--- src/rtl/mem_arb_defs.sv ---
// Shared encodings for the instruction/data memory arbiter.
package mem_arb_defs;

   typedef enum logic [1:0] {
      IDLE  = 2'd0,
      ISSUE = 2'd1,
      WAIT  = 2'd2,
      DONE  = 2'd3
   } state_t;

   typedef enum logic {
      OWN_I = 1'b0,
      OWN_D = 1'b1
   } owner_t;

   // Counter width able to hold 0..n-1, never narrower than one bit.
   function automatic int cnt_width(input int n);
      return (n > 1) ? $clog2(n) : 1;
   endfunction

endpackage

--- src/rtl/mem_arb_prio.sv ---
// Winner select for the shared memory: D wins ties until I has been passed over STARVE times.
module mem_arb_prio
   import mem_arb_defs::*;
#(
   parameter int STARVE = 4
) (
   input  logic clk,
   input  logic rst,
   input  logic i_req,
   input  logic d_req,
   input  logic grant,
   output logic win_d
);

   localparam int SW = cnt_width(STARVE + 1);
   localparam logic [SW-1:0] STARVE_MAX = SW'(STARVE);

   logic [SW-1:0] starve_cnt;

   // NOTE: every always_comb output gets a default first so no path leaves it unassigned (no latch).
   always_comb begin
      win_d = 1'b1;
      if (d_req && (starve_cnt < STARVE_MAX))
         win_d = 1'b1;
      else if (i_req)
         win_d = 1'b0;
   end

   // Counts D grants made while I was waiting; an I grant forgives the debt.
   always_ff @(posedge clk or negedge rst) begin
      if (!rst)
         starve_cnt <= '0;
      else if (grant) begin
         if (!win_d)
            starve_cnt <= '0;
         else if (i_req && (starve_cnt != STARVE_MAX))
            starve_cnt <= starve_cnt + SW'(1);
      end
   end

endmodule

--- src/rtl/register.sv ---
// Generic load-enabled datapath register with active-high asynchronous reset.
module register #(
   parameter int W = 16
) (
   input  logic         clk,
   input  logic         rst,
   input  logic         en,
   input  logic [W-1:0] d,
   output logic [W-1:0] q
);

   always_ff @(posedge clk or posedge rst) begin
      if (rst)
         q <= '0;
      else if (en)
         q <= d;
   end

endmodule

--- src/rtl/mem_arb.sv ---
// Two-requester arbiter sharing one fixed-latency memory between the I cache and D cache.
module mem_arb
   import mem_arb_defs::*;
#(
   parameter int LAT    = 4,
   parameter int STARVE = 4
) (
   input  logic        clk,
   input  logic        rst,
   input  logic        i_req,
   input  logic [15:0] i_addr,
   output logic        i_done,
   output logic [15:0] i_rdata,
   input  logic        d_req,
   input  logic        d_wr,
   input  logic [15:0] d_addr,
   input  logic [15:0] d_wdata,
   output logic        d_done,
   output logic [15:0] d_rdata,
   output logic        mem_en,
   output logic        mem_wr,
   output logic [15:0] mem_addr,
   output logic [15:0] mem_wdata,
   input  logic [15:0] mem_rdata,
   output logic        busy,
   output logic        err
);

   localparam int CW = cnt_width(LAT);

   state_t        state, state_nxt;
   owner_t        owner;
   logic [CW-1:0] lat_cnt;
   logic          win_d, grant, own_req, cap;
   logic          mem_en_nxt, busy_nxt, i_done_nxt, d_done_nxt;
   logic [15:0]   addr_sel, wdata_sel;

   assign grant     = (state == IDLE) && (i_req || d_req);
   assign own_req   = (owner == OWN_D) ? d_req : i_req;
   assign cap       = (state == WAIT) && (lat_cnt == '0);
   assign addr_sel  = win_d ? d_addr : i_addr;
   assign wdata_sel = win_d ? d_wdata : '0;

   mem_arb_prio #(.STARVE(STARVE)) u_prio (
      .clk   (clk),
      .rst   (rst),
      .i_req (i_req),
      .d_req (d_req),
      .grant (grant),
      .win_d (win_d)
   );

   // State register; the strobes are registered here so outputs never see inputs combinationally.
   // NOTE: sequential state uses non-blocking assignments so every flop samples pre-edge values.
   always_ff @(posedge clk or negedge rst) begin
      if (!rst) begin
         state  <= IDLE;
         mem_en <= 1'b0;
         busy   <= 1'b0;
         i_done <= 1'b0;
         d_done <= 1'b0;
      end else begin
         state  <= state_nxt;
         mem_en <= mem_en_nxt;
         busy   <= busy_nxt;
         i_done <= i_done_nxt;
         d_done <= d_done_nxt;
      end
   end

   always_comb begin
      state_nxt = state;
      case (state)
         IDLE:    if (i_req || d_req) state_nxt = ISSUE;
         ISSUE:   state_nxt = WAIT;
         WAIT:    if (lat_cnt == '0) state_nxt = DONE;
         DONE:    state_nxt = IDLE;
         default: state_nxt = IDLE;
      endcase
   end

   always_comb begin
      mem_en_nxt = (state_nxt == ISSUE);
      busy_nxt   = (state_nxt != IDLE);
      i_done_nxt = (state_nxt == DONE) && (owner == OWN_I);
      d_done_nxt = (state_nxt == DONE) && (owner == OWN_D);
   end

   // Transaction control: owner, write qualifier, latency count and sticky protocol error.
   always_ff @(posedge clk or negedge rst) begin
      if (!rst) begin
         owner   <= OWN_D;
         mem_wr  <= 1'b0;
         lat_cnt <= '0;
         err     <= 1'b0;
      end else begin
         if (grant) begin
            owner  <= win_d ? OWN_D : OWN_I;
            mem_wr <= win_d & d_wr;
         end
         if (state == ISSUE)
            lat_cnt <= CW'(LAT - 1);
         else if (state == WAIT)
            lat_cnt <= lat_cnt - CW'(1);
         if (((state == ISSUE) || (state == WAIT)) && !own_req)
            err <= 1'b1;
      end
   end

   register #(.W(16)) u_mem_addr (
      .clk (clk), .rst (~rst), .en (grant), .d (addr_sel), .q (mem_addr)
   );

   register #(.W(16)) u_mem_wdata (
      .clk (clk), .rst (~rst), .en (grant), .d (wdata_sel), .q (mem_wdata)
   );

   register #(.W(16)) u_i_rdata (
      .clk (clk), .rst (~rst), .en (cap && (owner == OWN_I)), .d (mem_rdata), .q (i_rdata)
   );

   // D writes complete without touching d_rdata.
   register #(.W(16)) u_d_rdata (
      .clk (clk), .rst (~rst), .en (cap && (owner == OWN_D) && !mem_wr), .d (mem_rdata), .q (d_rdata)
   );

endmodule

--- config.mk ---
export PLATFORM = sky130hd
export DESIGN_NAME = mem_arb
export DESIGN_NICKNAME = d
export VERILOG_FILES = /design/src/rtl/mem_arb_defs.sv /design/src/rtl/mem_arb_prio.sv /design/src/rtl/register.sv /design/src/rtl/mem_arb.sv
export SDC_FILE = /design/constraint.sdc
export NUM_CORES = 1
export LEC_CHECK = 0
export ABC_AREA = 1
export BUFFER_PORTS_ARGS = -buffer_cell sky130_fd_sc_hd__buf_4
export CELL_PAD_IN_SITES_DETAIL_PLACEMENT = 1
export CELL_PAD_IN_SITES_GLOBAL_PLACEMENT = 2
export CORE_AREA = 5 5 134 111
export DETAILED_ROUTE_END_ITERATION = 10
export DIE_AREA = 0 0 139 116
export HOLD_SLACK_MARGIN = 0.12
export PLACE_DENSITY_LB_ADDON = 0.3
export SETUP_SLACK_MARGIN = 0.2
export SLEW_MARGIN = 5
export SYNTH_ARGS = -nofsm -noshare
export SYNTH_HDL_FRONTEND = slang
export SYNTH_HIERARCHICAL = 1
export SYNTH_SLANG_ARGS = --single-unit
--- constraint.sdc ---
create_clock -name clk -period 2.2 [get_ports clk]
set_clock_uncertainty 0.15 [all_clocks]
set_input_delay 0.66 -clock clk [delete_from_list [all_inputs] [get_ports clk]]
set_output_delay 0.66 -clock clk [all_outputs]
set_load 0.02 [all_outputs]
== After elaboration in Yosys (flattened, before gate mapping) ==
Index checks and enable logic that the tools add are counted.

* Add/subtract/negate cells: 2
* $lt $le $gt $ge: 1
* Eq/ne operators: 7
* Mux-type cells: 13
* Bitwise operators: 2
* Reduce and logical (&&, ||, !) cells: 19

{| class="wikitable"
|+ Operator list
! cell !! count
|-
| two-way mux 16 bit || 2
|-
| logical AND 1 bit || 10
|-
| two-way mux 2 bit || 4
|-
| case mux 2 bit (4 select lines) || 1
|-
| equality test 2 bit (second input constant) || 3
|-
| two-way mux 3 bit || 2
|-
| equality test 2 x 1 -> 1 bit (second input constant) || 2
|-
| logical NOT 2 bit || 2
|-
| two-way mux 1 bit || 4
|-
| nonzero test 2 bit || 2
|-
| adder 3 x 1 -> 3 bit (second input constant) || 1
|-
| < comparator 3 bit (second input constant) || 1
|-
| != test 3 bit (second input constant) || 1
|-
| logical NOT 1 bit || 2
|-
| logical OR 1 bit || 2
|-
| != test 2 x 1 -> 1 bit (second input constant) || 1
|-
| AND reduction 2 bit || 1
|-
| subtractor 2 x 1 -> 2 bit (second input constant) || 1
|-
| AND 1 bit || 1
|-
| inverter 1 bit || 1
|}

* Register bits after elaboration: 78
* Bits of input ports: 69
* Output and inout bits: 70
* Logic and storage cells: 58

== Logic depth before layout (Yosys ltp) ==
* Word-level depth: 5
* Mapped depth: 9
* Depth with buffers taken out: 8

== By module ==
Netlist, hierarchy kept.

{| class="wikitable"
|+ Modules (own cells, without submodules)
! module !! times used !! cells each !! area each (µm²) !! sequential area each (µm²)
|-
| register || 4 || 69 || 648.1 || 400.4
|-
| mem_arb || 1 || 104 || 887.1 || 276.5
|-
| mem_arb_prio || 1 || 22 || 180.2 || 75.1
|}

== Least setup slack after synthesis ==
No wires, ideal clock.

* Kind: input-to-reg
* Start point: input port d_req
* End point: register u_mem_addr.q[10]
* Setup time: 117 ps
* Data arrival time: 1578 ps
* Required time: 1933 ps
* Slack: 355 ps
* Stages: 7
* Buffers on the path: 2
* Cells stage by stage: inv_1 > o21ai_0 > buf_6 > buf_12 > mux2_4 > nand2_1 > nand2_1

* Word-level cells in the longest chain between the ends: 3
* Elaborated cells between the ends (all ways): 5
* Those cells by class: mux (2); reduce/logical (3)

{| class="wikitable"
|+ RTL lines
! item !! RTL line !! text
|-
| from (decl) || mem_arb.sv:14 || <nowiki>input logic d_req,</nowiki>
|-
| logical AND 1 bit || mem_arb_prio.sv:23 || <nowiki>if (d_req && (starve_cnt < STARVE_MAX))</nowiki>
|-
| two-way mux 1 bit || mem_arb_prio.sv:23 ||
|-
| net win_d || mem_arb.sv:34 || <nowiki>logic win_d, grant, own_req, cap;</nowiki>
|-
| two-way mux 16 bit || mem_arb.sv:41 || <nowiki>assign addr_sel = win_d ? d_addr : i_addr;</nowiki>
|-
| net addr_sel[10] || mem_arb.sv:36 || <nowiki>logic [15:0] addr_sel, wdata_sel;</nowiki>
|-
| to (signal assigned) || register.sv:14 || <nowiki>q <= '0;</nowiki>
|-
| to (signal assigned) || register.sv:16 || <nowiki>q <= d;</nowiki>
|-
| to (decl) || register.sv:9 || <nowiki>output logic [W-1:0] q</nowiki>
|}

The timed path passes the listed nets, and every way through them passes these cells.
A chain may end at the register's enable or synchronous reset.

== Final worst setup path ==
* Start point: register state[0]
* End point: register u_d_rdata.q[13]

* Word-level cells in the longest chain between the ends: 4

{| class="wikitable"
|+ RTL lines
! item !! RTL line !! text
|-
| from (decl) || mem_arb.sv:31 || <nowiki>state_t state, state_nxt;</nowiki>
|-
| from (signal assigned) || mem_arb.sv:63 || <nowiki>state <= state_nxt;</nowiki>
|-
| equality test 2 bit || mem_arb.sv:40 || <nowiki>assign cap = (state == WAIT) && (lat_cnt == '0);</nowiki>
|-
| logical AND 1 bit || mem_arb.sv:40 ||
|-
| logical AND 1 bit (2 in a row) || mem_arb.sv:124 || <nowiki>.clk (clk), .rst (~rst), .en (cap && (owner == OWN_D) && !mem_wr), .d (mem_rdata), .q (d_rdata)</nowiki>
|-
| to (signal assigned) || register.sv:14 ||
|-
| to (signal assigned) || register.sv:16 ||
|-
| to (decl) || register.sv:9 ||
|}

Every way passes these cells.

==> results.md <==
* Max cap viols at 0
* Worst EP arrival at approximately 1.9 ns
* Row cnt at 38
* Hold Worst Slack at between 0.3 and 0.4 ns
* Avg WL per Cell at about 14 um
* Filler cell count at roughly 1600
* Busiest metal layer after global routing: met2
* Ant. Diodes at 0
* Tightest Hold Check Type: reg2reg
* Seq/Total Area, Yosys at approximately 53%
* RSZ-0062 raised after global routing: no
* Via count at between 3000 and 4000
* Period utilization at between 70% and 80%
* Placed Cells at 716
* Crit Path Class: reg2reg
* Max rail drop VDD at approximately 0.0004 V
* Fmax at roughly 570 MHz
* Fin crit period at about 1.8 ns
* Gpl congestion at between 0.7 and 0.8
* DIE WIDTH at between 100 and 150 um
* Area growth syn-to-layout at 41.5%
* Chip Height at between 100 and 150 um
* Finish-stage setup viols at 0
* Post-synth top area cell: dfrtp_1
* CTS tree: yes
* Routed Antenna Nets at 0
* Worst setup SP type: flip-flop
* Final Max Tran Viols at 0
* Leading cell type in the layout, fill and taps excluded: nand2_1
* Avg Cell Area, Syn at between 9 and 10 um2
* CTS clk-pin slew, worst paths at around 0.06 ns
* Worst-skew pair later-pin latency at about 0.33 ns
* Post-Place Worst Slack at -0.135 ns
* I/O Buffers at 138
* Yosys top cell area share at between 50% and 60%
* Max-slew headroom at 66.1%
* Global routing usage on met3 at 4.13%
* Worst-margin pin slew at roughly 0.51 ns
* Core Region at 13300 um2
* Routed WL at approximately 11000 um
* Worst EP required at between 2 and 2.5 ns
* Nets at 629
* TritonRoute pass-1 iters at 4
* Yosys cell types at 21
* Yosys warns at 6
* Max H-tree Level at 3
* Cell Area, Synth at ~3700 um2
* Max clock buf depth at 2
* First-pass GRT wire length at between 15000 and 20000 um
* All-Layer GR Usage at approximately 14%
* #FFs+latches synth at about 80
* GR Util met2 at approximately a quarter
* Vias in the first global route at ~3400
* Power per Cell Area at ~1400 nW/um2
* Io pins at 139
* GRT overflow at 0
* Clock sink count at 78
* Mapped Cells at between 400 and 500
* Top post-synthesis cells by area: dfrtp_1 53%, nand2_1 21%, mux2_4 4.5%
* Root Driver: clkbuf_16
* GR Util met1 at approximately 16%
* Critical Path End Type: flip-flop
* Setup ws final at around 0.44 ns
* Starting Density at roughly 27%
* Initial DRC Count at 82
* Cts bufs inserted at 9
* Post-DP HPWL at approximately 7900 um
* Layout cells sized above 1 at roughly 39%
* Finished Core Util at between 30% and 40%
* LEAKAGE at slightly below 3 nW
* Highest-count cells in the layout ignoring fill and taps: 204 x nand2_1, 153 x buf_4, 77 x dfrtp_1, 33 x inv_1, 21 x nand2_2
* Vias per Instance at approximately 4.1
* Syn nets at 478
* Final std cells w/o fill at 738
* Die area at about 16000 um2
* Fin. Hold Viols at 0
* Initial antenna violation count at 0
* Worst-path fanout max at 9
* Drc violations at 0
* Largest net degree at the start of global routing at 20
* Status: complete, no violations
==> synth_stat cells, drive strengths merged <==
master and instances:
nor3 1, buf 16, inv 38, ha 7
nor2 8, dfrtp 77, a2bb2oi 1, o21ai 5
nand2 225, a31o 1, nand3 6, mux2 16
dfstp 1
==> cell type report <==
cell class / instances / area [um2] / share of cell area (%)
multi-input combinational: 271 / 1360 / 26.3
sequential: 78 / 1950 / 37.7
tap: 180 / 225 / 4.35
inverter: 38 / 163 / 3.14
timing repair buffer: 155 / 1180 / 22.8
clock inverter: 5 / 56.3 / 1.09
clock buffer: 11 / 243 / 4.69
==> per-stage QoR <==
| stage | setup TNS [ns] | power [W] | cell area (um2) |
|---|---|---|---|
| after global routing | 0 | 0.00810 | 5180 |
| after CTS | 0 | 0.00768 | 5170 |
| after detailed placement | -2.36 | 0.00605 | 4830 |
| after global placement | -0.717 | 0.00594 | 4830 |
| after floorplan | 0 | 0.00461 | 3660 |
| final | 0 | 0.00751 | 5180 |
==> per-layer routing <==
layer  wire [um]  part of all wire (%)
met5           0                     0
met4         107                   1.0
met3         528                   5.0
met2        5280                    50
met1        4700                    44
==> cells by family after synthesis <==
group	share of synthesized area, %
compound gates	1.16
fa+ha+maj	2.39
buf+inv	10.5
flops	53.4
mux	6.05
simple gates	26.6
==> worst max-delay path, stage by stage (launching register included) <==
cell,delay [ns]
dfrtp_1,0.40
inv_1,0.13
ha_1,0.18
nand2_1,0.13
nor3_2,0.15
buf_4,0.23
buf_4,0.20
nand2_1,0.07
nand2_1,0.06
==> where the power goes <==
group / switching (W) / internal, W / total (W) / leakage, nW
clock: 0.000583 / 0.000910 / 0.00149 / 0.146
sequential: 0.000451 / 0.00213 / 0.00259 / 0.944
combinational: 0.00203 / 0.00140 / 0.00343 / 1.83
==> sequential cells by signal, summed over array words and instances (netlist names), 2 cells and up <==
name               cells
u_mem_addr/q          16
u_d_rdata/q           16
state                  2
u_mem_wdata/q         16
u_prio/starve_cnt      3
u_i_rdata/q           16
lat_cnt                2
==> worst paths after layout <==
path	cells past startpoint	end	start	slack, ns
worst max register to register	8	u_d_rdata/q[13]	state[0]	0.44
max in group asynchronous	5	u_d_rdata/q[4]	rst	0.70
worst max-delay path	8	u_d_rdata/q[13]	state[0]	0.44
worst min-delay path	2	u_d_rdata/q[1]	u_d_rdata/q[1]	0.32
min in group asynchronous	2	err	rst	0.56
worst min register to register	2	u_d_rdata/q[1]	u_d_rdata/q[1]	0.32
==> repair_timing <==
| item | in CTS | in global routing |
|---|---|---|
| endpoints found under the hold margin | 13 | 0 |
| gates cloned | 1 | 0 |
| endpoints found under the setup margin | 37 | 19 |
| buffers inserted | 4 | 0 |
| hold buffers | 1 | 0 |
| gates resized for setup | 0 | 1 |
| pin swaps | 1 | 0 |
(Power assumes the default switching activity.)
